**config.mk**
```make
export PLATFORM = sky130hd
export DESIGN_NAME = mioc_dma_initiator
export DESIGN_NICKNAME = d
export VERILOG_FILES = /design/src/rtl/mioc_dma_pkg.sv /design/src/rtl/mioc_dma_memcyc.sv /design/src/rtl/mioc_dma_initiator.sv
export SDC_FILE = /design/constraint.sdc
export NUM_CORES = 1
export LEC_CHECK = 0
export CAP_MARGIN = 20
export CORE_UTILIZATION = 45
export DETAILED_ROUTE_END_ITERATION = 6
export PLACE_DENSITY = 0.73
export SYNTH_ARGS = -nofsm -noshare
export SYNTH_HDL_FRONTEND = slang
export SYNTH_HIERARCHICAL = 1
export SYNTH_SLANG_ARGS = --single-unit
```
**constraint.sdc**
```tcl
create_clock -name B_PHI -period 3 [get_ports B_PHI]
set_input_delay 0.3 -clock B_PHI [delete_from_list [all_inputs] [get_ports B_PHI]]
set_output_delay 0.3 -clock B_PHI [all_outputs]
set_load 0.005 [all_outputs]
```
**src/rtl/mioc_dma_pkg.sv**
```systemverilog
// Shared widths, timeout default and state encodings for the MIOC DMA initiator.
package mioc_dma_pkg;

  localparam int unsigned ADDR_W_DEF        = 16;
  localparam int unsigned DATA_W_DEF        = 8;
  localparam int unsigned LEN_W_DEF         = 8;
  localparam int unsigned GRANT_TIMEOUT_DEF = 255;

  // Top-level handshake; ST_XFER covers the whole ADDR/STRB/NEXT byte loop.
  typedef enum logic [2:0] {
    ST_IDLE,
    ST_REQ,
    ST_XFER,
    ST_REL,
    ST_ERR
  } dma_state_t;

  typedef enum logic [1:0] {
    CYC_IDLE,
    CYC_ADDR,
    CYC_STRB,
    CYC_NEXT
  } cyc_state_t;

  function automatic logic cyc_on_bus(input cyc_state_t s);
    return s != CYC_IDLE;
  endfunction

endpackage

```
**src/rtl/mioc_dma_memcyc.sv**
```systemverilog
// Single-byte memory cycle sequencer (ADDR -> STRB -> NEXT) with registered bus strobes.
module mioc_dma_memcyc
  import mioc_dma_pkg::*;
#(
  parameter int unsigned DATA_W = DATA_W_DEF
) (
  input  logic              clk,
  input  logic              rst_n,
  input  logic              launch,
  input  logic              kill,
  input  logic              dir,
  input  logic [DATA_W-1:0] wr_data,
  input  logic              wr_valid,
  input  logic              wait_n,
  input  logic [DATA_W-1:0] bd_in,
  output cyc_state_t        phase,
  output logic              wr_ready,
  output logic [DATA_W-1:0] rd_data,
  output logic              rd_valid,
  output logic [DATA_W-1:0] bd_out,
  output logic              bd_oe,
  output logic              bmreq_n,
  output logic              brd_n,
  output logic              bwr_n
);

  cyc_state_t phase_nxt;

  always_comb begin
    phase_nxt = phase;
    if (kill) begin
      phase_nxt = CYC_IDLE;
    end else begin
      case (phase)
        CYC_IDLE: if (launch) phase_nxt = CYC_ADDR;
        CYC_ADDR: if (!dir || wr_valid) phase_nxt = CYC_STRB;
        CYC_STRB: if (wait_n) phase_nxt = CYC_NEXT;
        CYC_NEXT: phase_nxt = launch ? CYC_ADDR : CYC_IDLE;
        default:  phase_nxt = CYC_IDLE;
      endcase
    end
  end

  // Strobes are decoded from the next phase so they change on the same edge as the phase.
  always_ff @(posedge clk) begin
    if (!rst_n) begin
      phase    <= CYC_IDLE;
      wr_ready <= 1'b0;
      rd_valid <= 1'b0;
      rd_data  <= '0;
      bd_out   <= '0;
      bd_oe    <= 1'b0;
      bmreq_n  <= 1'b1;
      brd_n    <= 1'b1;
      bwr_n    <= 1'b1;
    end else begin
      phase    <= phase_nxt;
      wr_ready <= (phase_nxt == CYC_ADDR) && dir;
      rd_valid <= (phase_nxt == CYC_NEXT) && !dir;
      bd_oe    <= cyc_on_bus(phase_nxt);
      bmreq_n  <= !((phase_nxt == CYC_ADDR) || (phase_nxt == CYC_STRB));
      bwr_n    <= !((phase_nxt == CYC_STRB) && dir);
      brd_n    <= !((phase_nxt == CYC_STRB) && !dir);
      if (!kill && (phase == CYC_ADDR) && dir && wr_valid) bd_out <= wr_data;
      if (!kill && (phase == CYC_STRB) && !dir && wait_n) rd_data <= bd_in;
    end
  end

endmodule

```
**src/rtl/mioc_dma_initiator.sv**
```systemverilog
// DMA master toward MIOC: requests the bus, runs a byte burst, then releases or aborts.
module mioc_dma_initiator
  import mioc_dma_pkg::*;
#(
  parameter int unsigned ADDR_W        = ADDR_W_DEF,
  parameter int unsigned DATA_W        = DATA_W_DEF,
  parameter int unsigned LEN_W         = LEN_W_DEF,
  parameter int unsigned GRANT_TIMEOUT = GRANT_TIMEOUT_DEF
) (
  input  logic              B_PHI,
  input  logic              RST_N,
  input  logic              START,
  input  logic [ADDR_W-1:0] START_ADDR,
  input  logic [LEN_W-1:0]  LEN,
  input  logic              DIR_WR,
  input  logic [DATA_W-1:0] WR_DATA,
  input  logic              WR_VALID,
  output logic              WR_READY,
  output logic [DATA_W-1:0] RD_DATA,
  output logic              RD_VALID,
  output logic              BUSY,
  output logic              DONE,
  output logic              ERROR,
  output logic              DMA_N,
  input  logic              ADDRBUFEN_N,
  output logic              OS3_N,
  input  logic              IS3_N,
  input  logic              WAIT_N,
  output logic [ADDR_W-1:0] BA,
  output logic [DATA_W-1:0] BD_OUT,
  input  logic [DATA_W-1:0] BD_IN,
  output logic              BD_OE,
  output logic              BMREQ_N,
  output logic              BRD_N,
  output logic              BWR_N
);

  localparam int unsigned TCNT_W = $clog2(GRANT_TIMEOUT + 1);

  dma_state_t        state, state_nxt;
  cyc_state_t        phase;
  logic [ADDR_W-1:0] addr;
  logic [LEN_W-1:0]  cnt;
  logic [TCNT_W-1:0] tcnt;
  logic              dir;
  logic              abort, launch, timeout_hit, last_byte;

  assign BA = addr;

  always_comb begin
    abort       = !IS3_N && ((state == ST_REQ) || (state == ST_XFER));
    // Compared before the increment, so REQ lasts exactly GRANT_TIMEOUT cycles.
    timeout_hit = (tcnt == TCNT_W'(GRANT_TIMEOUT - 1));
    last_byte   = (phase == CYC_NEXT) && (cnt == '0);
    launch      = !abort && (((state == ST_REQ) && !ADDRBUFEN_N) ||
                             ((state == ST_XFER) && (phase == CYC_NEXT) && (cnt != '0)));
    state_nxt   = state;
    case (state)
      ST_IDLE: if (START) state_nxt = ST_REQ;
      ST_REQ: begin
        if (abort)             state_nxt = ST_ERR;
        else if (!ADDRBUFEN_N) state_nxt = ST_XFER;
        else if (timeout_hit)  state_nxt = ST_ERR;
      end
      ST_XFER: begin
        if (abort)          state_nxt = ST_ERR;
        else if (last_byte) state_nxt = ST_REL;
      end
      ST_REL:  state_nxt = ST_IDLE;
      ST_ERR:  state_nxt = ST_IDLE;
      default: state_nxt = ST_IDLE;
    endcase
  end

  always_ff @(posedge B_PHI) begin
    if (!RST_N) begin
      state <= ST_IDLE;
      addr  <= '0;
      cnt   <= '0;
      tcnt  <= '0;
      dir   <= 1'b0;
      DMA_N <= 1'b1;
      OS3_N <= 1'b1;
      DONE  <= 1'b0;
      ERROR <= 1'b0;
      BUSY  <= 1'b0;
    end else begin
      state <= state_nxt;
      DMA_N <= !((state_nxt == ST_REQ) || (state_nxt == ST_XFER));
      OS3_N <= state_nxt != ST_REL;
      DONE  <= (state_nxt == ST_REL) || (state_nxt == ST_ERR);
      ERROR <= state_nxt == ST_ERR;
      BUSY  <= state_nxt != ST_IDLE;
      case (state)
        ST_IDLE: if (START) begin
          addr <= START_ADDR;
          cnt  <= LEN;
          dir  <= DIR_WR;
          tcnt <= '0;
        end
        ST_REQ: tcnt <= tcnt + TCNT_W'(1);
        ST_XFER: if (!abort && (phase == CYC_NEXT)) begin
          addr <= addr + ADDR_W'(1);
          if (cnt != '0) cnt <= cnt - LEN_W'(1);
        end
        default: ;
      endcase
    end
  end

  mioc_dma_memcyc #(.DATA_W(DATA_W)) u_memcyc (
    .clk      (B_PHI),
    .rst_n    (RST_N),
    .launch   (launch),
    .kill     (abort),
    .dir      (dir),
    .wr_data  (WR_DATA),
    .wr_valid (WR_VALID),
    .wait_n   (WAIT_N),
    .bd_in    (BD_IN),
    .phase    (phase),
    .wr_ready (WR_READY),
    .rd_data  (RD_DATA),
    .rd_valid (RD_VALID),
    .bd_out   (BD_OUT),
    .bd_oe    (BD_OE),
    .bmreq_n  (BMREQ_N),
    .brd_n    (BRD_N),
    .bwr_n    (BWR_N)
  );

endmodule

```
==> run metrics <==
Area contributors post-synth=dfxtp_1 39%, nand2_1 7.3%, mux2i_1 5.1%; Filler Cells Inserted=626; critical hold path startpoint=RST_N; layout cells sized above 1=7.69%; post-route core utilization=62.5%; area occupied by multi-input gates=0.00188 sq mm; DR vias/cell=5.49; Remaining Overflow, GRT=0; n_diodes=0; flop-to-flop setup slack=0.49 ns; Worst path most repeated cell=nand2b_1; Req. time, crit path=3.21 ns; Hold Vio Cnt, Final=0; final net count=545; Leak Pwr=1.64 nW; syn nets=460; Post-Syn Instances=405; post-synthesis mux area share=5.43%; CTS Sinks=65; Max-Cap Viols=0; Crit. End Element=flop; async set-reset flop share out of synthesis=0%; die height=88.2 um; WP data arrival=2.72 ns; Synth area leader=dfxtp_1; gp weighted congestion=0.845; DRC marker count from the first detailed-route iteration=148; IO Port Bufs=90; Compound-Gate Fraction of Synth Area=18.9%; per-cell routed wire length=14.3 um; Final setup viols=0; Rel. slew slack=44.6%; Clock Skew=0.00925 ns; DR DRC count=0; top cells by count, synth=65 x dfxtp_1, 65 x nand2_1, 30 x a21oi_1, 30 x nor2_1, 24 x nand3_1; Worst R2R Start=state[0]; predominant post-synthesis flop cell=dfxtp_1; cts hold-fix bufs=0; clk slew on worst S/H paths=0.07 ns; Critical R2R Capture=u_memcyc/bmreq_n; Hold EP=u_memcyc/bmreq_n; Final min period=2.51 ns; area grow syn2layout=35.0%; antenna-violating nets left=0; CTS H-tree depth=3; Core ar.=0.00721 sq mm; RSZ-0062 raised after global routing=false; Syn Std Cell Area=0.00334 sq mm; Pwr Density=469 mW/mm^2; XOR/XNOR share of the synthesized area=0.262%; Critical Path Start Type=flop; Starting Density=46.3%; Critical-path top delay cell=a211oi_2; type of the worst setup path=flop to flop; Slew Limit Fails=0; share of the synthesized area in the top cell type=39.0%; Clk Latency, worst-skew pair=0.34 ns; drt pass-1 iters=5; Post-Place Worst Slack=0.469 ns; hold slack=0.408 ns; status=completed; overall routing resource usage=22.4%; register area=0.00130 sq mm; I/O pins=91; Post-CTS Setup Bufs=0; Root Buffer=clkbuf_8; Routed WL=8500 um; number of vias in the routed layout=3253; R2R cell count=7; fin crit share=83.6%; maximum VDD drop=0.329 mV; Mean Syn Cell Area=8.25 sq um; final setup TNS=0 ns; Synth Area in Simple Gates=29.0%; Die W=88.2 um; main combinational cell family by area after synthesis=simple AND/OR/NAND/NOR gates; first-pass GRT wire length=13600 um; post-CTS sizing=0; slowest cell delay on critical path=0.71 ns; vias in the first global route=3034; Seq/Total Area, Yosys=39.0%; Seq cells post-synth=65; crit-path cells=nand2b_1 > a211oi_2 > nor2_1 > and3b_1 > nor4_1 > ha_1 > nand2b_1; largest net degree at the start of global routing=40; placed cells=578; Post-Layout Cell Count=593; Hold WC Path Type=input pin to flop; Synth Warn #=6; slack of the critical path=0.493 ns; worst-margin pin slew=0.829 ns; Synth Area in Adders=2.62%; Die Area=0.00777 sq mm; Num CTS Buffers=9; EDFF count, synth=0; CTS tree=built; Hold Path Stages=2; clk buf depth=2; initial antenna violation count=0; DP HPWL=5920 um; CP Max Fanout=12; f_max=399 MHz; Rows=31; Unique masters post-synth=63
[worst max-delay path by stage]
stage / startpoint / end / slack (ns) / depth (start not counted)
floorplan: state[1] / u_memcyc/brd_n / 0.62 / 9
global placement: IS3_N / u_memcyc/bmreq_n / 0.53 / 7
detailed placement: IS3_N / u_memcyc/bmreq_n / 0.47 / 7
CTS: state[0] / u_memcyc/bmreq_n / 0.48 / 7
global route: state[0] / u_memcyc/bmreq_n / 0.22 / 7
finish: state[0] / u_memcyc/bmreq_n / 0.49 / 7
[flip-flops by register name, indices dropped and copies added (netlist names), 2 cells and up]
name	cells
u_memcyc/bd_out	8
u_memcyc/rd_data	8
u_memcyc/phase	2
cnt	8
state	3
tcnt	8
BA	16
[worst max-delay path: cells and delay by family (launching register included)]
family,cells,cell delay [ns]
simple gates,5,0.79
compound gates,1,0.71
flops,1,0.57
fa+ha+maj,1,0.30
[where the power goes]
group,total [mW],switching [mW],internal (mW),leakage (nW)
clock network,0.791,0.331,0.460,0.109
logic,0.368,0.167,0.201,1.00
registers,0.956,0.0486,0.907,0.530
total,2.11,0.546,1.57,1.64
[layout by cell type, fill, tap and decap left out, types with 8 or more instances in the layout]
cell             synthesis  routed
inv_1                    9       9
clkdlybuf4s50_1          0      89
nor2_1                  30      30
dfxtp_1                 65      65
nand2_1                 65      65
nand3_1                 24      24
nand4_1                  8       8
clkbuf_8                 0       9
buf_4                    1       8
a21oi_1                 30      30
nor3_1                   8       8
mux2i_1                 17      17
o21ai_0                 17      17
and2_1                  12      12
[layer usage]
layer  GRT usage [%]  routed length, um
met2            36.2               3950
met3            4.34                486
met4            11.1                206
met1            28.5               3860
met5               0                  0
[metrics by stage]
step | area, sq um | power [mW]
floorplan | 3340 | 1.17
global placement | 4300 | 1.33
detailed placement | 4300 | 1.34
CTS | 4510 | 2.13
global route | 4510 | 2.21
finish | 4510 | 2.11
[cells by family (layout without fill, tap and decap cells)]
logic type | after synthesis | count (layout)
flops | 65 | 65
buf+inv | 35 | 124
mux | 18 | 18
compound gates | 95 | 95
xor+xnor | 1 | 1
simple gates | 184 | 184
fa+ha+maj | 7 | 7
[final cells by class]
cell class | instances | area share, %
clock buffer | 9 | 2.75
clock inverter | 6 | 1.86
sequential | 65 | 28.9
multi-input combinational | 305 | 41.7
tap | 99 | 2.75
inverter | 11 | 0.916
timing repair buffer | 98 | 21.2
Power figures use the tool's default switching activity.
